--- src/rtl/rts_trip_pkg.sv ---
// Shared types and helpers for the RTS channel trip unit.
//   mode_t  : per-channel operating mode (RESERVED behaves as MANUAL_TRIP)
//   sat_add : unsigned add, saturating at 2^w-1
//   sat_sub : unsigned subtract, saturating at 0
package rts_trip_pkg;

  typedef enum logic [1:0] {
    BYPASS      = 2'd0,
    OPERATE     = 2'd1,
    MANUAL_TRIP = 2'd2,
    RESERVED    = 2'd3
  } mode_t;

  // Widest sample width the helpers support.
  localparam int unsigned MaxWidth = 64;

  // Add with one guard bit, then clamp to the all-ones value of a w-bit word.
  function automatic logic [MaxWidth-1:0] sat_add(input logic [MaxWidth-1:0] a,
                                                  input logic [MaxWidth-1:0] b,
                                                  input int unsigned        w);
    logic [MaxWidth:0] sum;
    logic [MaxWidth:0] lim;
    sum = {1'b0, a} + {1'b0, b};
    lim = ((MaxWidth+1)'(1) << w) - (MaxWidth+1)'(1);
    return (sum > lim) ? lim[MaxWidth-1:0] : sum[MaxWidth-1:0];
  endfunction

  function automatic logic [MaxWidth-1:0] sat_sub(input logic [MaxWidth-1:0] a,
                                                  input logic [MaxWidth-1:0] b);
    return (a >= b) ? (a - b) : '0;
  endfunction

endpackage

--- src/rtl/rts_trip_if.sv ---
// Sample/setpoint bus into the trip unit and trip status back out.
// Channel 0 occupies the MSB slice of every packed vector.
//   master : sample source / operator side
//   slave  : the trip unit
interface rts_trip_if #(
  parameter int unsigned NChannels = 3,
  parameter int unsigned Width     = 32
);

  logic                         sample_valid;
  logic [NChannels*Width-1:0]   vals;
  logic [NChannels*Width-1:0]   setpoints;
  logic [Width-1:0]             hysteresis;
  logic [NChannels-1:0]         trip_below;
  logic [2*NChannels-1:0]       mode;
  logic [NChannels-1:0]         reset_trip;
  logic [NChannels-1:0]         sensor_tripped;
  logic [NChannels-1:0]         trip;
  logic                         out_valid;

  modport master (
    output sample_valid, vals, setpoints, hysteresis, trip_below, mode, reset_trip,
    input  sensor_tripped, trip, out_valid
  );

  modport slave (
    input  sample_valid, vals, setpoints, hysteresis, trip_below, mode, reset_trip,
    output sensor_tripped, trip, out_valid
  );

endinterface

--- src/rtl/rts_trip_channel.sv ---
// One channel: strict compare, debounce counter, hysteresis clear and trip latch.
//   val/setpoint/hyst : unsigned sample, setpoint, shared clear margin
//   trip_below        : 1 = trip when val < setpoint, 0 = val > setpoint
//   mode              : BYPASS / OPERATE / MANUAL_TRIP / RESERVED
//   reset_trip        : operator latch reset (level)
//   sensor_tripped    : registered debounced sensor state
//   trip              : latch masked by bypass (combinational on mode)
module rts_trip_channel
  import rts_trip_pkg::*;
#(
  parameter int unsigned Width         = 32,
  parameter int unsigned DebounceDepth = 4
) (
  input  logic             clk,
  input  logic             rst_n,
  input  logic             sample_valid,
  input  logic [Width-1:0] val,
  input  logic [Width-1:0] setpoint,
  input  logic [Width-1:0] hyst,
  input  logic             trip_below,
  input  mode_t            mode,
  input  logic             reset_trip,
  output logic             sensor_tripped,
  output logic             trip
);

  localparam int unsigned     CntW   = $clog2(DebounceDepth + 1);
  localparam logic [CntW-1:0] CntMax = CntW'(DebounceDepth);

  logic [CntW-1:0]  cnt_q, cnt_d;
  logic             st_d;
  logic             latch_q, latch_d;
  logic             exceed_c, clear_c, set_c;
  logic [Width-1:0] lo_c, hi_c;

  // Exceed/clear thresholds; the clear band edges saturate at the word limits.
  always_comb begin
    lo_c     = Width'(sat_sub(MaxWidth'(setpoint), MaxWidth'(hyst)));
    hi_c     = Width'(sat_add(MaxWidth'(setpoint), MaxWidth'(hyst), Width));
    exceed_c = trip_below ? (val < setpoint) : (val > setpoint);
    clear_c  = trip_below ? (val >= hi_c) : (val <= lo_c);
  end

  // Debounce and latch next-state.
  always_comb begin
    cnt_d = cnt_q;
    st_d  = sensor_tripped;
    if (sample_valid) begin
      if (exceed_c) begin
        cnt_d = (cnt_q == CntMax) ? cnt_q : cnt_q + CntW'(1);
      end else begin
        cnt_d = '0;
      end
      if (cnt_d == CntMax) begin
        st_d = 1'b1;
      end else if (clear_c) begin
        st_d = 1'b0;
      end
    end
    // Latch sees the registered sensor state; set dominates reset.
    set_c   = (mode == MANUAL_TRIP) || (mode == RESERVED) ||
              ((mode == OPERATE) && sensor_tripped);
    latch_d = set_c | (latch_q & ~reset_trip);
  end

  always_ff @(posedge clk or negedge rst_n) begin
    if (!rst_n) begin
      cnt_q          <= '0;
      sensor_tripped <= 1'b0;
      latch_q        <= 1'b0;
    end else begin
      cnt_q          <= cnt_d;
      sensor_tripped <= st_d;
      latch_q        <= latch_d;
    end
  end

  // Bypass hides the latch without clearing it.
  assign trip = latch_q & (mode != BYPASS);

endmodule

--- src/rtl/rts_trip_unit.sv ---
// RTS channel trip unit: NChannels independent trip channels plus a sample
// acknowledge strobe.
//   clk, rst_n : clock, asynchronous active-low reset
//   bus        : rts_trip_if slave (samples, setpoints, modes in; trip status out)
module rts_trip_unit
  import rts_trip_pkg::*;
#(
  parameter int unsigned NChannels     = 3,
  parameter int unsigned Width         = 32,
  parameter int unsigned DebounceDepth = 4
) (
  input  logic       clk,
  input  logic       rst_n,
  rts_trip_if.slave  bus
);

  logic [NChannels-1:0] st_w;
  logic [NChannels-1:0] trip_w;
  logic                 ov_q;

  // Channel c lives in slice NChannels-c-1 of every packed vector.
  for (genvar c = 0; c < NChannels; c++) begin : g_ch
    localparam int unsigned Idx = NChannels - c - 1;
    rts_trip_channel #(
      .Width         (Width),
      .DebounceDepth (DebounceDepth)
    ) u_ch (
      .clk            (clk),
      .rst_n          (rst_n),
      .sample_valid   (bus.sample_valid),
      .val            (bus.vals[Width*Idx +: Width]),
      .setpoint       (bus.setpoints[Width*Idx +: Width]),
      .hyst           (bus.hysteresis),
      .trip_below     (bus.trip_below[Idx]),
      .mode           (mode_t'(bus.mode[2*Idx +: 2])),
      .reset_trip     (bus.reset_trip[Idx]),
      .sensor_tripped (st_w[Idx]),
      .trip           (trip_w[Idx])
    );
  end

  // One-cycle acknowledge per accepted sample.
  always_ff @(posedge clk or negedge rst_n) begin
    if (!rst_n) begin
      ov_q <= 1'b0;
    end else begin
      ov_q <= bus.sample_valid;
    end
  end

  assign bus.sensor_tripped = st_w;
  assign bus.trip           = trip_w;
  assign bus.out_valid      = ov_q;

endmodule

--- src/flat_wrapper.sv ---
// flat-port wrapper written by rule: the top's interface ports become plain ports
module rts_trip_unit_flat import rts_trip_pkg::*;
#(
  parameter int unsigned NChannels     = 3,
  parameter int unsigned Width         = 32,
  parameter int unsigned DebounceDepth = 4
)
  (clk, rst_n, bus_sample_valid, bus_vals, bus_setpoints, bus_hysteresis, bus_trip_below, bus_mode, bus_reset_trip, bus_sensor_tripped, bus_trip, bus_out_valid);
  rts_trip_if #(.NChannels(NChannels), .Width(Width)) bus_i ();
  input  logic clk;
  input  logic rst_n;
  input wire logic [$bits(bus_i.sample_valid)-1:0] bus_sample_valid;
  input wire logic [$bits(bus_i.vals)-1:0] bus_vals;
  input wire logic [$bits(bus_i.setpoints)-1:0] bus_setpoints;
  input wire logic [$bits(bus_i.hysteresis)-1:0] bus_hysteresis;
  input wire logic [$bits(bus_i.trip_below)-1:0] bus_trip_below;
  input wire logic [$bits(bus_i.mode)-1:0] bus_mode;
  input wire logic [$bits(bus_i.reset_trip)-1:0] bus_reset_trip;
  output wire logic [$bits(bus_i.sensor_tripped)-1:0] bus_sensor_tripped;
  output wire logic [$bits(bus_i.trip)-1:0] bus_trip;
  output wire logic [$bits(bus_i.out_valid)-1:0] bus_out_valid;
  assign bus_i.sample_valid = bus_sample_valid;
  assign bus_i.vals = bus_vals;
  assign bus_i.setpoints = bus_setpoints;
  assign bus_i.hysteresis = bus_hysteresis;
  assign bus_i.trip_below = bus_trip_below;
  assign bus_i.mode = bus_mode;
  assign bus_i.reset_trip = bus_reset_trip;
  assign bus_sensor_tripped = bus_i.sensor_tripped;
  assign bus_trip = bus_i.trip;
  assign bus_out_valid = bus_i.out_valid;
  rts_trip_unit #(.NChannels(NChannels), .Width(Width), .DebounceDepth(DebounceDepth)) u_core (.clk(clk), .rst_n(rst_n), .bus(bus_i));
endmodule
--- config.mk ---
export PLATFORM = sky130hd
export DESIGN_NAME = rts_trip_unit_flat
export DESIGN_NICKNAME = d
export VERILOG_FILES = /design/src/rtl/rts_trip_pkg.sv /design/src/rtl/rts_trip_if.sv /design/src/rtl/rts_trip_channel.sv /design/src/rtl/rts_trip_unit.sv /design/src/flat_wrapper.sv
export SDC_FILE = /design/constraint.sdc
export NUM_CORES = 1
export LEC_CHECK = 0
export BUFFER_PORTS_ARGS = -buffer_cell sky130_fd_sc_hd__clkbuf_2
export CORE_UTILIZATION = 45
export CTS_CLUSTER_SIZE = 40
export DETAILED_ROUTE_END_ITERATION = 8
export HOLD_SLACK_MARGIN = 0.12
export PLACE_DENSITY_LB_ADDON = 0.1
export SLEW_MARGIN = 10
export SYNTH_ARGS = -nofsm -noshare
export SYNTH_HDL_FRONTEND = slang
export SYNTH_SLANG_ARGS = --single-unit
--- constraint.sdc ---
create_clock -name clk -period 4.4 [get_ports clk]
set_input_delay 0.44 -clock clk [delete_from_list [all_inputs] [get_ports clk]]
set_output_delay 0.44 -clock clk [all_outputs]
set_load 0.02 [all_outputs]
==> results.py, run 1 <==
metrics = {
    "run_status": {
        "violations": "setup timing",
        "status": "complete, but fails checks",
    },
    "timing": {
        "layout_setup_ws_ns": -0.636,
        "max_freq_ghz": 0.199,
        "fin_crit_sh": 1.14,
        "hold_violations": 0,
        "tightest_slew_ns": 0.675,
        "finClkSkew_ns": 0.00411,
        "rsz0062_at_grt": "true",
        "setup_viol": 3,
        "slew_headroom": 0.547,
        "min_period_ns": 5.04,
        "slew_viol_final": 0,
    },
    "placed_design": {
        "post-place-ws_ns": -1.24,
        "placed_area_um2": 25400,
        "dpl.hpwl_um": 68100,
        "numPortBuffers": 245,
        "dpl.cell_count": 3965,
        "routabilityCongestion": 0.991,
    },
    "yosys": {
        "synth_xor_area_frac": 0.0759,
        "synth_cell_types": 79,
        "syn_area_um2": 18200,
        "synthAdderAreaFrac": 0.340,
        "synth-compound-area-share": 0.273,
        "avgSynthCellArea_um2": 7.04,
        "async_reset_ff_frac": 1.00,
        "yosys_warnings": 0,
        "ys_ff_latch": 16,
        "synthesis.nets": 3322,
        "muxShareOfSynthArea": 0.00515,
        "synth_ff_type": "dfrtp_1",
        "synth_edf_count": 0,
        "syn_inst": 2591,
        "synth_top_family_by_area": "adder cells",
        "ys_seq_area_frac": 0.0220,
        "synth_simple_gate_area_frac": 0.210,
    },
    "global_routing": {
        "antenna_found_initial": 3,
        "overflow": 0,
        "grt_max_degree": 23,
        "grt.total_usage": 0.365,
        "grt_pass1_wl_um": 119000,
        "grt_pass1_vias": 22600,
    },
    "setup_path": {
        "slowest_delay_ns": 0.42,
        "cp_common_cell": "buf_12",
        "start_kind": "input pin",
        "cp_top_family": "compound AO/OA/AOI/OAI gates",
        "cp.arrival_ns": 5.20,
        "cp_num_buf_inv": 7,
        "slowest_stage": "o31a_2",
        "crit_required_ns": 4.57,
        "worstSetupEndpointType": "flop",
        "path_class": "input pin to flop",
        "cp_max_fo": 6,
        "regToRegSetupSlack_ns": 2.63,
    },
    "route": {
        "drt-pass1-iter-count": 6,
        "drt-initial-drc-count": 1521,
        "wl_um": 77100,
        "routed_via_density": 5.60,
        "avgRoutedWirePerCell_um": 19.3,
        "ant_nets": 0,
        "vias": 22400,
        "drc": 0,
    },
    "clock_network": {
        "hold_buffers": 0,
        "clk_pin_slew_ns": 0.07,
        "clk_latency_ns": 0.28,
        "cts_tree": "yes",
        "numClockSinks": 16,
        "cts_buffers": 3,
        "cts_buffer_depth": 2,
        "cts_root_buf": "clkbuf_16",
        "cts_max_level": 1,
    },
    "die": {
        "die_area_um2": 41300,
        "fp-row-count": 73,
        "initial_core_util": 0.458,
        "core_um2": 39800,
        "ioPinCount": 246,
        "die_w_um": 203,
        "die_h_um": 203,
    },
    "pwr": {
        "leakage_uw": 0.0138,
        "peakVddDrop_uv": 131,
        "power.density_nw_per_um2": 184,
    },
    "flow_run": {
        "drv_cap": 0,
    },
    "finish": {
        "drive_above_1_share": 0.322,
        "syn2layout_area_growth_pct": 44.7,
        "finalNonFillerCells": 3996,
        "design_area_um2": 26400,
        "nNetsFinal": 4202,
    },
    "hold_path": {
        "hp-class": "input pin to asynchronous set/reset pin",
    },
}
## worst paths after layout
| check | startpoint | endpoint | cells past startpoint |
|---|---|---|---|
| worst max-delay path | bus_hysteresis[7] | u_core.g_ch[2].u_ch.sensor_tripped$_DFFE_PN0P_ | 28 |
| worst min-delay path | rst_n | u_core.g_ch[0].u_ch.latch_q$_DFF_PN0_ | 1 |
| worst max register to register | u_core.g_ch[0].u_ch.cnt_q[0]$_DFFE_PN0P_ | u_core.g_ch[0].u_ch.sensor_tripped$_DFFE_PN0P_ | 7 |
| worst min register to register | u_core.g_ch[2].u_ch.latch_q$_DFF_PN0_ | u_core.g_ch[2].u_ch.latch_q$_DFF_PN0_ | 2 |
| max in group asynchronous | rst_n | u_core.g_ch[2].u_ch.cnt_q[0]$_DFFE_PN0P_ | 1 |
| min in group clk | bus_reset_trip[0] | u_core.g_ch[2].u_ch.latch_q$_DFF_PN0_ | 2 |
## what timing repair did
| action | CTS | global route |
|---|---|---|
| gates resized for setup | 99 | 37 |
| gates cloned | 2 | 0 |
| buffers inserted | 21 | 6 |
| setup endpoints to repair | 3 | 3 |
| pin swaps | 73 | 35 |
## state kept, by name, summed over array words and instances, names as in the netlist
register and flops:
u_core.bus.out_valid 1, u_core.g_ch.u_ch.sensor_tripped 3, u_core.g_ch.u_ch.cnt_q 9, u_core.g_ch.u_ch.latch_q 3
## layout make-up
cell class | instances | area, µm²
multi-input cells | 2226 | 17300
fillers | 3623 | 13400
repair buffers | 976 | 7020
inverters | 248 | 953
well taps | 525 | 657
flip-flops and latches | 16 | 400
clock buffers | 4 | 88.8
diodes | 1 | 2.50
## logic make-up (layout without fill, tap and decap cells)
kind of cell,after synthesis,count (layout)
AND/OR/NAND/NOR,805,805
AO/OA/AOI/OAI,762,762
adder cells (fa/ha/maj),492,492
buffers and inverters,349,1228
XOR/XNOR,158,158
flip-flops,16,16
multiplexers,9,9
other,0,1
## per-layer routing
metal / share of wire / GRT usage / up-vias
met4: 0.034 / 0.108 / 6
met2: 0.45 / 0.613 / 746
met1: 0.45 / 0.480 / 10400
met3: 0.067 / 0.0535 / 125
met5: 0.00060 / 0 / -
li1: - / - / 11100
## per-stage QoR
step	utilization	total power [µW]	TNS, ns	hold WS [ns]
after floorplan	-	2580	-0.737	0.144
after global placement	0.637	4240	-3.11	0.464
after detailed placement	0.637	4340	-3.34	0.473
after CTS	0.658	4760	-1.38	0.170
after global routing	0.662	5290	-2.12	0.180
final	0.662	4860	-1.49	0.166
## placed cells by master, fill, tap and decap left out, types with 16 or more instances in the layout
| cell type | n |
|---|---|
| xnor2_1 | 134 |
| a21oi_1 | 249 |
| nand2b_1 | 33 |
| dfrtp_1 | 16 |
| nor2b_1 | 45 |
| nor2_1 | 274 |
| nand3_1 | 40 |
| o31ai_1 | 26 |
| o21bai_1 | 41 |
| o21a_1 | 30 |
| buf_4 | 711 |
| nand2_1 | 164 |
| clkbuf_2 | 238 |
| o21ai_0 | 101 |
| a21o_1 | 105 |
| nor4_1 | 22 |
| nand4_1 | 64 |
| ha_1 | 470 |
| xor2_1 | 24 |
| o211ai_1 | 24 |
| inv_1 | 233 |
| nor3_1 | 68 |
## power by group
group	leakage (µW)	total [µW]	switching (µW)	internal, µW
registers	0.000197	242	48.7	193
logic	0.0136	4380	2280	2100
clock network	0.0000442	241	101	140
total	0.0138	4860	2430	2430
## synthesized netlist by cell type (7+ instances only)
cell type | count | share of area
o221ai_1 | 15 | 0.0072
nor2_1 | 277 | 0.057
or2_2 | 10 | 0.0034
ha_1 | 486 | 0.33
a211oi_1 | 18 | 0.0074
clkbuf_1 | 79 | 0.016
nor4_1 | 27 | 0.0093
nor3_1 | 73 | 0.020
nand2_1 | 169 | 0.035
nor2b_1 | 46 | 0.016
a221oi_1 | 13 | 0.0062
xnor2_1 | 134 | 0.064
or4_1 | 7 | 0.0029
nand2b_1 | 33 | 0.011
a2111oi_0 | 15 | 0.0072
nand4_1 | 64 | 0.022
a31oi_1 | 16 | 0.0055
inv_1 | 244 | 0.050
a21oi_1 | 258 | 0.071
a211o_1 | 11 | 0.0053
and2_1 | 8 | 0.0027
and3_1 | 13 | 0.0045
o2111ai_1 | 8 | 0.0038
o211ai_1 | 24 | 0.0099
o31ai_1 | 31 | 0.013
dfrtp_1 | 16 | 0.022
o21a_1 | 30 | 0.012
a21o_1 | 105 | 0.043
o21ai_0 | 114 | 0.031
o21bai_1 | 41 | 0.017
buf_2 | 10 | 0.0027
or3_1 | 16 | 0.0055
buf_4 | 8 | 0.0033
nand3_1 | 43 | 0.012
xor2_1 | 24 | 0.012
## worst register-to-register path, cell delays in order, from the launching register on
cell and delay (ns):
dfrtp_1 0.37, inv_1 0.09, ha_1 0.21, nand2b_1 0.17, mux2_2 0.27, nor3_1 0.16, o21ai_0 0.18, o211ai_1 0.24
Power figures use the tool's default switching activity.
==> run 2, diff against run 1 <==
- ABC_AREA: not set -> 1
- clock period: 4.4 -> 4.5 ns (I/O delays scaled with it)
==> results.py, run 2 <==
metrics = {
    "run_status": {
        "status": "completed",
    },
    "timing": {
        "finClkSkew_ns": 0.0244,
        "hold_violations": 0,
        "fin_tns_setup_ns": 0,
        "slew_viol_final": 0,
        "setup_viol": 0,
        "fin_crit_sh": 0.921,
        "min_period_ns": 4.14,
        "rsz0062_at_grt": "false",
        "tightest_slew_ns": 0.771,
        "max_freq_ghz": 0.241,
        "slew_headroom": 0.482,
    },
    "global_routing": {
        "overflow": 0,
        "grt_pass1_wl_um": 140000,
        "grt_max_degree": 33,
        "grt.total_usage": 0.392,
        "antenna_found_initial": 1,
        "grt_pass1_vias": 23700,
    },
    "clock_network": {
        "numClockSinks": 16,
        "clk_pin_slew_ns": 0.08,
        "clk_latency_ns": 0.29,
        "cts_root_buf": "clkbuf_16",
        "post-cts-setup-buffers": 0,
        "hold_buffers": 0,
        "cts_resized": 0,
        "cts_tree": "yes",
        "cts_buffer_depth": 2,
        "cts_max_level": 1,
        "cts_buffers": 3,
    },
    "finish": {
        "mostFrequentLayoutCell": "nand2_1",
        "nNetsFinal": 4705,
        "largest_register_ffs": 9,
        "reg.largest.list": "u_core.g_ch.u_ch.cnt_q x9, u_core.g_ch.u_ch.latch_q x3, u_core.g_ch.u_ch.sensor_tripped x3",
        "finalNonFillerCells": 4574,
        "utilization": 0.518,
        "drive_above_1_share": 0.111,
        "regMostFlops": "u_core.g_ch.u_ch.cnt_q",
        "final_cell_mix": "881 x nand2_1, 545 x inv_1, 486 x ha_1, 450 x nor2_1, 353 x a21oi_1",
        "syn2layout_area_growth_pct": 12.5,
    },
    "route": {
        "wl_um": 95100,
        "routed_via_density": 5.57,
        "vias": 25500,
        "drt-pass1-iter-count": 9,
        "avgRoutedWirePerCell_um": 20.8,
        "drc": 0,
        "ant_nets": 0,
        "drt-initial-drc-count": 2774,
    },
    "setup_path": {
        "cp_max_fo": 12,
        "worstSetupEndpointType": "flop",
        "path_class": "input pin to flop",
        "slowest_delay_ns": 0.39,
        "worstPathCellList": "clkbuf_2 > inv_1 > ha_1 > nand2_1 > nor2_1 > inv_1 > nor4_1 > buf_4 > nand4_1 > nand3_2 > buf_4 > nand2_1 > ha_1 > nand2_1 > nor4_1 > buf_4 > a21oi_1 > a21oi_1 > nand2_1 > nand2_1 > nand2_1",
        "cp.arrival_ns": 4.30,
        "slowest_stage": "nor4_1",
        "rr_worst_depth": 7,
        "crit_required_ns": 4.66,
        "worstReg2RegStart": "u_core.g_ch[1].u_ch.cnt_q[0]$_DFFE_PN0P_",
        "cp_common_cell": "nand2_1",
        "worstSetupStartpoint": "bus_hysteresis[23]",
        "start_kind": "input pin",
    },
    "yosys": {
        "synthTopCellsByArea": "ha_1 29%, nand2_1 16%, inv_1 9.7%, a21oi_1 8.4%, nor2_1 8.0%",
        "synth_cell_types": 51,
        "ys_top_cells_by_count": "881 x nand2_1, 545 x inv_1, 486 x ha_1",
        "synth.most_common_cell": "nand2_1",
        "syn_inst": 3666,
        "yosys_warnings": 0,
        "syn_area_um2": 21100,
        "avgSynthCellArea_um2": 5.75,
        "synth_top_area_share": 0.288,
        "synth_edf_count": 0,
        "synthesis.nets": 4397,
        "ys_seq_area_frac": 0.0190,
        "yosysTopAreaCell": "ha_1",
        "ys_ff_latch": 16,
        "synth_ff_type": "dfrtp_1",
        "async_reset_ff_frac": 1.00,
    },
    "placed_design": {
        "dpl.hpwl_um": 85500,
        "numPortBuffers": 245,
        "routabilityCongestion": 1.10,
        "dpl.cell_count": 4569,
    },
    "pwr": {
        "power.density_nw_per_um2": 171,
        "leakage_uw": 0.0133,
        "peakVddDrop_uv": 134,
    },
    "die": {
        "core_um2": 45800,
        "die_w_um": 218,
        "die_area_um2": 47700,
        "die_h_um": 218,
        "fp-row-count": 78,
        "ioPinCount": 246,
        "initial_core_util": 0.461,
    },
    "hold_path": {
        "hp-class": "input pin to asynchronous set/reset pin",
    },
    "flow_run": {
        "drv_cap": 0,
    },
}
-- run 2: cell count changes after synthesis, sizes merged, moves of 77 or more --
cell,previous run,this run
a21o,105,28
nand3,43,240
nand2,169,883
a21oi,258,363
inv,245,569
o21ai,114,200
nor2,277,472
xnor2,134,1
-- run 2: per-layer routing --
layer / track usage / routed length (µm) / vias to the layer above
li1: - / - / 12700
met1: 0.560 / 43500 / 11300
met2: 0.576 / 37700 / 1277
met3: 0.0867 / 10600 / 146
met4: 0.115 / 3270 / 0
met5: 0 / 0 / -
-- run 2: final timing paths --
check	end	slack (ns)
min in group clk	u_core.g_ch[2].u_ch.latch_q$_DFF_PN0_	0.33
worst min register to register	u_core.g_ch[2].u_ch.sensor_tripped$_DFFE_PN0P_	0.52
worst min-delay path	u_core.g_ch[2].u_ch.cnt_q[2]$_DFFE_PN0P_	0.15
max in group asynchronous	u_core.g_ch[2].u_ch.cnt_q[0]$_DFFE_PN0P_	3.93
worst max-delay path	u_core.g_ch[0].u_ch.sensor_tripped$_DFFE_PN0P_	0.36
worst max register to register	u_core.g_ch[1].u_ch.sensor_tripped$_DFFE_PN0P_	2.95
-- run 2: kinds of logic (layout without fill, tap and decap cells) --
| group | Yosys count | count (layout) | share of synthesized area |
|---|---|---|---|
| compound gates | 691 | 691 | 0.182 |
| fa+ha+maj | 492 | 492 | 0.294 |
| flops | 16 | 16 | 0.0190 |
| buf+inv | 622 | 929 | 0.117 |
| simple gates | 1767 | 1767 | 0.355 |
| xor+xnor | 78 | 78 | 0.0324 |
| other cells | 0 | 1 | 0 |
-- run 2: final cells by class --
class | count | area (µm²)
fill | 5061 | 22000
multi-input combinational | 3028 | 18200
inverter | 569 | 2140
timing repair buffer | 356 | 2120
tap | 600 | 751
sequential | 16 | 400
clock buffer | 4 | 88.8
antenna | 1 | 2.50
-- run 2: through the flow --
step	total power (µW)	setup slack (ns)	hold WS [ns]	cell area, µm²
after floorplan	2520	1.14	0.154	21100
after detailed placement	3710	0.183	0.463	23600
final	4060	0.355	0.154	23700
after global routing	4460	0.0298	0.194	23700
after global placement	3730	0.170	0.466	23600
after CTS	3960	0.461	0.160	23700
-- run 2: power by group --
part | total, µW | switching (µW) | internal [µW]
Clock | 232 | 94.8 | 137
Sequential | 178 | 14.0 | 164
Combinational | 3650 | 2390 | 1260
-- run 2: worst max-delay path, delay by kind of cell --
kind	cells	cell delay, ns
adder cells (fa/ha/maj)	2	0.63
AND/OR/NAND/NOR	11	1.86
AO/OA/AOI/OAI	2	0.22
buffers and inverters	6	1.13
